$ cat config.mk
export PLATFORM = sky130hd
export DESIGN_NAME = mul_div_unit
export DESIGN_NICKNAME = d
export VERILOG_FILES = /design/src/rtl/mdu_pkg.sv /design/src/rtl/mdu_divider.sv /design/src/rtl/mul_div_unit.sv
export SDC_FILE = /design/constraint.sdc
export NUM_CORES = 1
export LEC_CHECK = 0
export ABC_AREA = 0
export BUFFER_PORTS_ARGS = -buffer_cell sky130_fd_sc_hd__buf_2
export CAP_MARGIN = 20
export CORE_MARGIN = 1
export CORE_UTILIZATION = 50
export DETAILED_ROUTE_END_ITERATION = 12
export PLACE_DENSITY_LB_ADDON = 0.05
export SYNTH_ARGS = -nofsm -noshare
export SYNTH_HDL_FRONTEND = slang
export SYNTH_HIERARCHICAL = 1
export SYNTH_SLANG_ARGS = --single-unit
export TNS_END_PERCENT = 30
$ cat constraint.sdc
create_clock -name clk_i -period 6.24 [get_ports clk_i]
set_input_delay 0.312 -clock clk_i [delete_from_list [all_inputs] [get_ports clk_i]]
set_output_delay 0.312 -clock clk_i [all_outputs]
set_load 0.01 [all_outputs]
$ cat src/rtl/mdu_pkg.sv
// rtl/mdu_pkg.sv - shared types and constants for the SimpleMIPS multiply/divide unit
package mdu_pkg;

   typedef enum logic [2:0] {
      OP_NONE  = 3'd0,
      OP_MULT  = 3'd1,
      OP_MULTU = 3'd2,
      OP_DIV   = 3'd3,
      OP_DIVU  = 3'd4,
      OP_MTHI  = 3'd5,
      OP_MTLO  = 3'd6
   } mdu_op_e;

   typedef enum logic [1:0] {
      ST_IDLE = 2'd0,
      ST_MUL  = 2'd1,
      ST_DIV  = 2'd2,
      ST_FIX  = 2'd3
   } mdu_state_e;

   localparam int MDU_ITER = 32;

   function automatic logic [31:0] mag32(input logic [31:0] x, input logic is_signed);
      return (is_signed && x[31]) ? (32'd0 - x) : x;
   endfunction

endpackage

$ cat src/rtl/mdu_divider.sv
// rtl/mdu_divider.sv - unsigned 32-step restoring divide core, one quotient bit per cycle
module mdu_divider
   import mdu_pkg::*;
(
   input  logic        clk_i,
   input  logic        rst_ni,
   input  logic        start_i,
   input  logic        flush_i,
   input  logic [31:0] dividend_i,
   input  logic [31:0] divisor_i,
   output logic        done_o,
   output logic [31:0] quot_o,
   output logic [31:0] rem_o
);

   logic        run_q, run_d;
   logic [4:0]  cnt_q, cnt_d;
   logic [31:0] quot_q, quot_d;
   logic [31:0] rem_q, rem_d;
   logic [31:0] dsor_q, dsor_d;
   logic [32:0] partial;
   logic [31:0] sub;
   logic        ge;

   // quot_q doubles as the dividend shift register; its MSB feeds the partial remainder
   assign partial = {rem_q, quot_q[31]};
   assign ge      = partial >= {1'b0, dsor_q};
   assign sub     = partial[31:0] - dsor_q;

   always_comb begin
      run_d  = run_q;
      cnt_d  = cnt_q;
      quot_d = quot_q;
      rem_d  = rem_q;
      dsor_d = dsor_q;
      if (flush_i) begin
         run_d = 1'b0;
      end else if (start_i) begin
         run_d  = 1'b1;
         cnt_d  = 5'd0;
         quot_d = dividend_i;
         rem_d  = 32'd0;
         dsor_d = divisor_i;
      end else if (run_q) begin
         quot_d = {quot_q[30:0], ge};
         rem_d  = ge ? sub : partial[31:0];
         cnt_d  = cnt_q + 5'd1;
         if (cnt_q == 5'(MDU_ITER - 1)) run_d = 1'b0;
      end
   end

   always_ff @(posedge clk_i or negedge rst_ni) begin
      if (!rst_ni) begin
         run_q  <= 1'b0;
         cnt_q  <= 5'd0;
         quot_q <= 32'd0;
         rem_q  <= 32'd0;
         dsor_q <= 32'd0;
      end else begin
         run_q  <= run_d;
         cnt_q  <= cnt_d;
         quot_q <= quot_d;
         rem_q  <= rem_d;
         dsor_q <= dsor_d;
      end
   end

   assign done_o = run_q && (cnt_q == 5'(MDU_ITER - 1));
   assign quot_o = quot_q;
   assign rem_o  = rem_q;

endmodule

$ cat src/rtl/mul_div_unit.sv
// rtl/mul_div_unit.sv - iterative MULT/DIV unit with HI/LO; MDU_FAST_MUL_EN selects a single-cycle multiplier
module mul_div_unit
   import mdu_pkg::*;
(
   input  logic        clk_i,
   input  logic        rst_ni,
   input  logic        start_i,
   input  logic [2:0]  op_i,
   input  logic [31:0] a_i,
   input  logic [31:0] b_i,
   input  logic        cancel_i,
   output logic        busy_o,
   output logic [31:0] hi_o,
   output logic [31:0] lo_o
);

   mdu_state_e  state_q, state_d;
   logic [31:0] hi_q, hi_d, lo_q, lo_d;
   logic [4:0]  cnt_q, cnt_d;
   logic        neg_q, neg_d, rneg_q, rneg_d, dz_q, dz_d;
   logic        op_signed, issue, div_start, div_done;
   logic [31:0] a_mag, b_mag, div_quot, div_rem;
`ifdef MDU_FAST_MUL_EN
   logic [63:0] ext_a, ext_b, fast_prod;
`else
   logic        is_div_q, is_div_d;
   logic [63:0] prod_q, prod_d;
   logic [31:0] mcand_q, mcand_d;
   logic [32:0] mul_sum;
`endif

   assign op_signed = (op_i == OP_MULT) || (op_i == OP_DIV);
   assign a_mag     = mag32(a_i, op_signed);
   assign b_mag     = mag32(b_i, op_signed);
   assign issue     = (state_q == ST_IDLE) && start_i && !cancel_i && (op_i != OP_NONE);
   assign div_start = issue && ((op_i == OP_DIV) || (op_i == OP_DIVU));

`ifdef MDU_FAST_MUL_EN
   // low 64 bits of the extended product are correct for both signed and unsigned
   assign ext_a     = {{32{op_signed & a_i[31]}}, a_i};
   assign ext_b     = {{32{op_signed & b_i[31]}}, b_i};
   assign fast_prod = ext_a * ext_b;
`else
   // product low half starts as the multiplier and is consumed LSB-first
   assign mul_sum   = {1'b0, prod_q[63:32]} + (prod_q[0] ? {1'b0, mcand_q} : 33'd0);
`endif

   mdu_divider u_divider (
      .clk_i      (clk_i),
      .rst_ni     (rst_ni),
      .start_i    (div_start),
      .flush_i    (cancel_i),
      .dividend_i (a_mag),
      .divisor_i  (b_mag),
      .done_o     (div_done),
      .quot_o     (div_quot),
      .rem_o      (div_rem)
   );

   always_comb begin
      state_d  = state_q;
      hi_d     = hi_q;
      lo_d     = lo_q;
      cnt_d    = cnt_q;
      neg_d    = neg_q;
      rneg_d   = rneg_q;
      dz_d     = dz_q;
`ifndef MDU_FAST_MUL_EN
      is_div_d = is_div_q;
      prod_d   = prod_q;
      mcand_d  = mcand_q;
`endif
      if (state_q != ST_IDLE && cancel_i) begin
         state_d = ST_IDLE;
      end else begin
         case (state_q)
            ST_IDLE: if (issue) begin
               neg_d  = op_signed & (a_i[31] ^ b_i[31]);
               rneg_d = op_signed & a_i[31];
               case (op_i)
                  OP_MTHI: hi_d = a_i;
                  OP_MTLO: lo_d = a_i;
                  OP_MULT, OP_MULTU: begin
`ifdef MDU_FAST_MUL_EN
                     {hi_d, lo_d} = fast_prod;
`else
                     state_d  = ST_MUL;
                     is_div_d = 1'b0;
                     mcand_d  = a_mag;
                     prod_d   = {32'd0, b_mag};
                     cnt_d    = 5'd0;
`endif
                  end
                  OP_DIV, OP_DIVU: begin
                     state_d  = ST_DIV;
`ifndef MDU_FAST_MUL_EN
                     is_div_d = 1'b1;
`endif
                     dz_d     = (b_i == 32'd0);
                  end
                  default: ;
               endcase
            end
`ifndef MDU_FAST_MUL_EN
            ST_MUL: begin
               prod_d = {mul_sum, prod_q[31:1]};
               cnt_d  = cnt_q + 5'd1;
               if (cnt_q == 5'(MDU_ITER - 1)) state_d = ST_FIX;
            end
`endif
            ST_DIV: if (div_done) state_d = ST_FIX;
            ST_FIX: begin
               state_d = ST_IDLE;
`ifndef MDU_FAST_MUL_EN
               if (!is_div_q) begin
                  {hi_d, lo_d} = neg_q ? (64'd0 - prod_q) : prod_q;
               end else
`endif
               begin
                  // a zero divisor leaves the dividend magnitude in the remainder, so HI restores a_i
                  lo_d = dz_q ? 32'hFFFF_FFFF : (neg_q ? (32'd0 - div_quot) : div_quot);
                  hi_d = rneg_q ? (32'd0 - div_rem) : div_rem;
               end
            end
            default: state_d = ST_IDLE;
         endcase
      end
   end

   always_ff @(posedge clk_i or negedge rst_ni) begin
      if (!rst_ni) begin
         state_q  <= ST_IDLE;
         hi_q     <= 32'd0;
         lo_q     <= 32'd0;
         cnt_q    <= 5'd0;
         neg_q    <= 1'b0;
         rneg_q   <= 1'b0;
         dz_q     <= 1'b0;
`ifndef MDU_FAST_MUL_EN
         is_div_q <= 1'b0;
         prod_q   <= 64'd0;
         mcand_q  <= 32'd0;
`endif
      end else begin
         state_q  <= state_d;
         hi_q     <= hi_d;
         lo_q     <= lo_d;
         cnt_q    <= cnt_d;
         neg_q    <= neg_d;
         rneg_q   <= rneg_d;
         dz_q     <= dz_d;
`ifndef MDU_FAST_MUL_EN
         is_div_q <= is_div_d;
         prod_q   <= prod_d;
         mcand_q  <= mcand_d;
`endif
      end
   end

   assign busy_o = (state_q != ST_IDLE);
   assign hi_o   = hi_q;
   assign lo_o   = lo_q;

endmodule

; ---- Word-level counts from Yosys, hierarchy flattened
; Cells that the tools add are included.
[word_totals]
ff_bits = 273
in_bits = 71
output_inout_bits = 65
word_cells = 119
[classes]
addsub = 9
order_cmp = 1
eq_ne = 19
mux = 39
bitwise_logic = 5
reduce_logical = 31
[op_table]
columns = operator, n
row1 = 32-bit two-way mux, 17
row2 = 64-bit two-way mux, 3
row3 = 32-bit one-hot mux with 2 select lines, 2
row4 = 64-bit one-hot mux with 2 select lines, 1
row5 = 1-bit by 32-bit subtractor with 32-bit output (first input constant), 4
row6 = 1-bit by 64-bit subtractor with 64-bit output (first input constant), 1
row7 = 32-bit by 32-bit adder with 33-bit output, 1
row8 = 33-bit by 32-bit >= comparator with 1-bit output, 1
row9 = 32-bit zero test, 1
row10 = 32-bit subtractor, 1
row11 = 4-bit AND reduction, 7
row12 = 5-bit two-way mux, 4
row13 = 5-bit by 1-bit adder with 5-bit output (second input constant), 2
row14 = 5-bit equality test (second input constant), 2
row15 = 5-bit one-hot mux with 2 select lines, 1
row16 = 2-bit nonzero test, 5
row17 = 3-bit equality test (second input constant), 3
row18 = 1-bit logical AND, 8
row19 = 2-bit two-way mux, 4
row20 = 2-bit one-hot mux with 4 select lines, 1
row21 = 3-bit by 2-bit equality test with 1-bit output (second input constant), 2
row22 = 2-bit by 1-bit inequality test with 1-bit output (second input constant), 3
row23 = 3-bit inequality test (second input constant), 2
row24 = 2-bit equality test (second input constant), 2
row25 = other kinds (18), 26

; ---- Longest topological paths before layout
; Gate-level depths: netlist of the first run.
[logic_depth]
depth_word = 7
ltp_mapped = 15
ltp_nobuf = 12

; ---- Modules after synthesis
; Netlist of the first run, hierarchy kept.
[by_module_without_submodules]
columns = module, instances, cells_per_inst, area_per_inst_um2, seq_area_each_um2
row1 = mul_div_unit, 1, 1700, 13863.3, 4279.1
row2 = mdu_divider, 1, 747, 6567.5, 2552.4

; ---- Worst setup path before layout of the first run
; OpenSTA, ideal clock, no wires.
[synth_path]
path_kind = register -> register
start = reg state_q[0]
end = reg u_divider.rem_q[25], in the netlist u_divider/rem_o[25]
setup_ns = 0.120
arrival_ns = 2.957
required_time_ns = 6.120
setup_slack_ns = 3.162
stages_incl_launch_ff = 15
n_path_buf = 4
synth_period_minus_slack_ns = 3.078
path_cell_list = dfrtp_1 -> inv_1 -> ha_1 -> clkbuf_1 -> inv_1 -> nor3b_1 -> o31ai_1 -> nand2b_1 -> inv_1 -> clkbuf_1 -> nor2_1 -> and2_1 -> clkbuf_1 -> clkbuf_1 -> a31o_2
[synth_between]
elab_chain_len = 7
elab_cells_between_ends = 8
cone_classes = mux (1) / reduce/logical (7)
[synth_lines]
columns = element, line
row1 = start: declaration, mul_div_unit.sv:17  ; mdu_state_e state_q, state_d;
row2 = start signal: assignment, mul_div_unit.sv:145  ; state_q <= state_d;
row3 = 2-bit zero test (*), mul_div_unit.sv:35  ; assign issue = (state_q == ST_IDLE) && start_i && !cancel_i && (op_i != OP_NONE);
row4 = 1-bit logical AND (*) (3 in series), mul_div_unit.sv:35
row5 = 1-bit logical AND (*), mul_div_unit.sv:36  ; assign div_start = issue && ((op_i == OP_DIV) || (op_i == OP_DIVU));
row6 = named net div_start, mul_div_unit.sv:21  ; logic op_signed, issue, div_start, div_done;
row7 = 2-bit nonzero test (no source line), -
row8 = 2-bit AND reduction (no source line), -
row9 = end signal: assignment, mdu_divider.sv:63  ; rem_q <= rem_d;
row10 = end: declaration, mdu_divider.sv:19  ; logic [31:0] rem_q, rem_d;
; The timed path passes the listed nets; every way through them passes the cells marked *.
; A chain may end at the register's enable or synchronous reset.

; ---- Worst setup path after layout of the first run
[layout_path]
start = reg state_q[0]
end = reg u_divider.rem_q[29], in the netlist u_divider/rem_o[29]
; The elaborated chain is that of the path after synthesis.

==> flow_summary.toml, run 1 <==
[run_status]
status = "completed"

[clock_network]
cts_buffers = 34
post-cts-setup-buffer-count = 0
cts_tree = "done"
cts-resized-gates = 0
clk_latency_ns = 0.56
cts.htree.levels = 2
cts.sinks = 273
cts_max_path_buffers = 3
root_buffer = "clkbuf_16"
clkTransAtPathRegs_ns = 0.06

[setup_path]
r2r-end = "u_divider/rem_o[29]"
worstSetupPathType = "reg -> reg"
cp-start-kind = "flop"
r2r_cells = 12
end_kind = "flop"
cp.arrival_ns = 4.48
cp_max_fo = 48
r2r-start = "state_q[0]"
cp.required_ns = 6.68
r2r_setup_slack_ns = 2.20

[min_path]
hold-path-endpoint = "lo_o[14]"
whs_path_depth = 3
min_from = "a_i[14]"
min_path_type = "in -> reg"

[place]
place_area_sq_um = 21300
io_buffers = 135
dpl.hpwl_um = 58600
routabilityCongestion = 0.982

[floorplan]
core_area_sq_um = 40000
die_h_um = 204
die_w_um = 204
start_util = 0.511
ios = 136
num_rows = 73
die_area_sq_um = 41700

[pwr]
seq_power_share = 0.331
clkPwrFrac = 0.217
ir_drop_mv = 0.206
powerDensity_nw_per_um2 = 424
fin_total_pwr_w = 0.00954
switchingPower_w = 0.00443
internal_power_w = 0.00511
power_switching_share = 0.464
pwr-share-comb = 0.453
p_leak_nw = 9.72

[routing]
viasPerCell = 6.42
drc = 0
drt_iter0_drc = 2047
final_antenna_net_count = 0
route.vias.total = 19400
routed_wirelength_um = 77700
dr.pass1.iters = 6
wire_per_inst_um = 25.6

[yosys]
synth_cells = 2447
synth_edf_count = 0
syn-num-nets = 2598
synth_cell_types = 99
synth_seq_area_share = 0.334
ys_warn_count = 6
synthFlopType = "dfrtp_1"
ys_seq_elements = 273
synth_area_per_cell_sq_um = 8.35
synth-async-reset-ratio = 1.00
syn_area_sq_um = 20400

[sta]
slew_violations = 0
fin_skew_ns = 0.0151
tightest_slew_ns = 1.10
rsz0062_at_grt = "false"
post-route-period-util = 0.648
tns_ns = 0
setup_viol_count_final = 0
finalHoldViolCount = 0
period_needed_ns = 4.04
slew-limit-headroom = 0.266
fmax_mhz = 247

[global_route]
met1_usage = 0.490
grt_max_degree = 166
met3_usage = 0.0539
grt_pass1_wl_um = 117000
grt.met2_usage = 0.583
grt_pass1_vias = 18500
overflow = 0
busiest_layer = "met2"
antenna_found_initial = 1
track_usage = 0.376

[finish]
final_area_sq_um = 22500
area_growth_pct = 10.1
final_layout_size_suffix_gt1_frac = 0.124
utilization = 0.562
fin_nets = 2632

[run]
max_cap_violations = 0
## cell usage after synthesis (16+ instances only)
cell type	count	share of area
a21o_1	25	0.0092
a21oi_1	137	0.034
a22oi_1	24	0.0088
a31oi_1	42	0.013
and2_1	51	0.016
and3_1	19	0.0058
clkbuf_1	121	0.022
dfrtp_1	273	0.33
ha_1	78	0.048
inv_1	74	0.014
mux2_2	34	0.019
mux2i_1	40	0.020
nand2_1	345	0.063
nand2b_1	21	0.0064
nand3_1	45	0.011
nand4_1	20	0.0061
nor2_1	150	0.028
nor2b_1	17	0.0052
nor3_1	48	0.012
nor4_1	18	0.0055
o211ai_1	45	0.017
o21a_1	21	0.0077
o21ai_0	227	0.056
o21ai_1	18	0.0044
o221ai_1	34	0.015
o31ai_1	38	0.014
o41ai_1	16	0.0069
or3_1	25	0.0077
or4_1	19	0.0070
xnor2_1	125	0.054
xor2_1	93	0.040
## worst max path at each step
stage               startpoint                   to  slack, ns  depth (start not counted)
floorplan           state_q[0]  u_divider/rem_o[25]       3.16                         14
finish              state_q[0]  u_divider/rem_o[29]       2.20                         12
CTS                 state_q[0]  u_divider/rem_o[29]       2.18                         12
global route        state_q[1]  u_divider/rem_o[29]       1.79                         12
global placement    state_q[0]  u_divider/rem_o[29]       2.31                         12
detailed placement  state_q[0]  u_divider/rem_o[29]       2.20                         12
## area by class of cell
type,instances,area [sq um]
Inverter,74,278
Fill cell,3792,17500
Antenna cell,1,2.50
Clock buffer,47,1000
Multi-Input combinational cell,1946,12700
Clock inverter,12,136
Timing Repair Buffer,152,856
Tap cell,525,657
Sequential cell,273,6830
## registers in the layout, indices dropped and copies added (netlist names), 2 cells and up
name,flops
lo_o,32
u_divider/quot_o,32
mcand_q,32
prod_q,64
state_q,2
u_divider/dsor_q,32
hi_o,32
u_divider/rem_o,32
cnt_q,5
u_divider/cnt_q,5
## per-stage QoR
step | hold WS, ns | std cells | setup WS, ns
floorplan | 0.0164 | 2447 | 3.16
global placement | 0.458 | 2967 | 2.31
detailed placement | 0.458 | 2967 | 2.20
CTS | 0.0540 | 3027 | 2.18
global route | 0.0869 | 3029 | 1.79
finish | 0.0760 | 3030 | 2.20
## layout by cell type (no fill, tap or decap), types with 19 or more instances in the layout
cell type / n
nand2_1: 345
dfrtp_1: 271
o21ai_0: 226
nor2_1: 149
a21oi_1: 137
buf_2: 134
xnor2_1: 125
xor2_1: 93
ha_1: 78
inv_1: 73
and2_1: 50
nor3_1: 48
nand3_1: 45
o211ai_1: 45
a31oi_1: 42
mux2i_1: 40
o31ai_1: 38
clkbuf_16: 35
o221ai_1: 34
mux2_2: 34
or3_1: 25
a21o_1: 25
a22oi_1: 24
nand2b_1: 21
o21a_1: 20
nand4_1: 20
or4_1: 19
and3_1: 19
## per-layer routing
metal | routed length (um) | vias to the layer above | share of wire
met5 | 0 | - | 0
li1 | - | 8923 | -
met4 | 5620 | 0 | 0.072
met2 | 34700 | 905 | 0.45
met1 | 31600 | 9420 | 0.41
met3 | 5840 | 200 | 0.075
## logic make-up after synthesis
logic type | count (synthesis) | synth area share
muxes | 74 | 0.0383
AOI/OAI and AO/OA | 754 | 0.245
and+or+nand+nor | 820 | 0.194
DFF | 273 | 0.334
xor gates and xnor gates | 218 | 0.0935
adders and majority gates | 80 | 0.0497
buffers and inverters | 228 | 0.0451
## power by group through the flow
stage               registers [W]  logic (W)  clock network, W
floorplan                 0.00286    0.00291                 0
global placement          0.00313    0.00418                 0
detailed placement        0.00315    0.00423                 0
CTS                       0.00312    0.00425           0.00209
global route              0.00321    0.00469           0.00215
finish                    0.00316    0.00432           0.00207
## worst max-delay path, stage by stage, from the launching register on
cell and delay, ns:
dfrtp_1 0.42, inv_1 0.12, ha_1 0.34, inv_1 0.19, nor3b_1 0.28, o31ai_1 0.26, nand2b_1 0.27, inv_2 0.78
nor2_1 0.13, and2_2 0.57, nand2_1 0.18, nor3_1 0.06, a221o_1 0.28
## what timing repair did
action	CTS	global route
endpoints found under the hold margin	108	0
setup endpoints to repair	0	0
hold buffers	1	0
(Power assumes the default switching activity.)
==> inputs of run 2 (changes only) <==
==> constraint.sdc (replaced) <==
create_clock -name clk_i -period 3.2 [get_ports clk_i]
set_input_delay 0.16 -clock clk_i [delete_from_list [all_inputs] [get_ports clk_i]]
set_output_delay 0.16 -clock clk_i [all_outputs]
set_load 0.01 [all_outputs]
==> flow_summary.toml, run 2 (same netlist as run 1, synthesis figures left out) <==
[run_status]
status = "completed"

[finish]
n_antenna_cell = 0
fin_nets = 2770
final_cell_mix = "345 x nand2_1, 270 x dfrtp_1, 224 x o21ai_0"
final_layout_size_suffix_gt1_frac = 0.158
fin_cells = 3171
regMostFlops = "prod_q"
mostFrequentLayoutCell = "nand2_1"
largest_reg_flops = 64
area_growth_pct = 16.3

[pwr]
internal_power_w = 0.0106
clkPwrFrac = 0.222
pwr-share-comb = 0.472
ir_drop_mv = 0.492
switchingPower_w = 0.00884
p_leak_nw = 10.4
powerDensity_nw_per_um2 = 819
seq_power_share = 0.306
fin_total_pwr_w = 0.0195
power_switching_share = 0.454

[place]
routabilityCongestion = 0.986
io_buffers = 135
dpl.cell_count = 3073
dpl.hpwl_um = 62900

[floorplan]
num_rows = 73
die_h_um = 204
ios = 136
core_area_sq_um = 40000
start_util = 0.511
die_area_sq_um = 41700
die_w_um = 204

[setup_path]
cp.arrival_ns = 3.49
crit_family = "simple AND/OR/NAND/NOR gates"
cp_max_fo = 9
cp_slowest_cell = "or4_4"
crit_path_max_incr_delay_ns = 0.61
worstSetupPathType = "reg -> reg"
end_kind = "flop"
crit_buf_inv = 0
path_cells = "or4_4, nor4b_4, and4bb_4, nand2_4, o41a_1, xnor2_1, o21ai_1, a221o_1"
cp-start-kind = "flop"
cp.required_ns = 3.64

[global_route]
overflow = 0
grt_max_degree = 69
grt_pass1_wl_um = 120000
grt_pass1_vias = 19000
track_usage = 0.387
antenna_found_initial = 2

[sta]
holdWs_ns = 0.0209
fmax_mhz = 328
tightest_slew_ns = 1.06
finalHoldViolCount = 0
period_needed_ns = 3.05
slew_violations = 0
slew-limit-headroom = 0.284
rsz0062_at_grt = "false"
setup_viol_count_final = 0
post-route-period-util = 0.953
tns_ns = 0
fin_skew_ns = 0.0201

[clock_network]
clkTransAtPathRegs_ns = 0.06
cts.htree.levels = 2
clk_latency_ns = 0.57
cts_buffers = 37
cts.sinks = 273
cts_max_path_buffers = 3
cts_tree = "done"
post-cts-setup-buffer-count = 0
root_buffer = "clkbuf_16"

[routing]
dr.pass1.iters = 6
routed_wirelength_um = 81000
final_antenna_net_count = 0
wire_per_inst_um = 25.5
viasPerCell = 6.32
route.vias.total = 20000
drt_iter0_drc = 1881
drc = 0

[run]
max_cap_violations = 0

[min_path]
min_path_type = "in -> reg"
[run 2: cell count changes in the layout (fill, tap and decap cells not counted), sizes merged]
| cell | delta |
|---|---|
| clkbuf | +6 |
| clkinv | +3 |
| dlygate4sd3 | +31 |
| inv | -1 |
| clkinvlp | -2 |
| bufinv | +1 |
| buf | +104 |
| diode | -1 |
[run 2: worst reg2reg max path, delay by kind of cell (launching register included)]
family | cells | cell delay, ns
AND/OR/NAND/NOR | 4 | 1.49
AO/OA/AOI/OAI | 3 | 0.82
flip-flops | 1 | 0.46
XOR/XNOR | 1 | 0.15
[run 2: per-stage QoR]
step,area (sq um),worst slack [ns],util
global placement,22200,0.0602,0.554
finish,23800,0.151,0.594
global route,23800,0.0362,0.594
detailed placement,22200,0.0380,0.554
CTS,23800,0.0389,0.594
floorplan,20400,0.122,-
[run 2: path summary, 6_finish.rpt]
| check | start | to | slack, ns | cells after the start |
|---|---|---|---|---|
| min in group asynchronous | rst_ni | hi_o[8] | 0.09 | 2 |
| setup / recovery | prod_q[26] | hi_o[20] | 0.15 | 8 |
| hold reg to reg | hi_o[21] | hi_o[21] | 0.47 | 2 |
| max in group asynchronous | rst_ni | u_divider/rem_o[18] | 2.13 | 3 |
| setup reg to reg | prod_q[26] | hi_o[20] | 0.15 | 8 |
| hold / removal | b_i[24] | u_divider/dsor_q[24] | 0.02 | 4 |
[run 2: what timing repair did]
| action | CTS | global route |
|---|---|---|
| setup endpoints to repair | 0 | 6 |
| hold buffers | 32 | 0 |
| resized for setup | 0 | 4 |
| hold endpoints to repair | 236 | 0 |
[run 2: power by group through the flow]
stage	Clock [W]	Sequential [W]	Combinational, W
2_1_floorplan	0	0.00557	0.00568
3_3_place_gp	0	0.00593	0.00885
3_5_place_dp	0	0.00597	0.00897
4_1_cts	0.00436	0.00592	0.00904
5_1_grt	0.00451	0.00606	0.00988
6_report	0.00432	0.00597	0.00918
[run 2: layout make-up]
type	instances	area, sq um
clock buffer	53	1090
clock inverter	13	173
fill	3617	16200
inverter	74	278
multi-input combinational	1946	12700
sequential	273	6840
tap	525	657
timing repair buffer	287	2000
[run 2: routing by layer]
metal / vias up / part of all wire / global-route usage
met5: - / 0 / 0
met4: 0 / 0.072 / 0.255
met3: 209 / 0.064 / 0.0509
met2: 875 / 0.46 / 0.618
met1: 9741 / 0.41 / 0.492
li1: 9201 / - / -
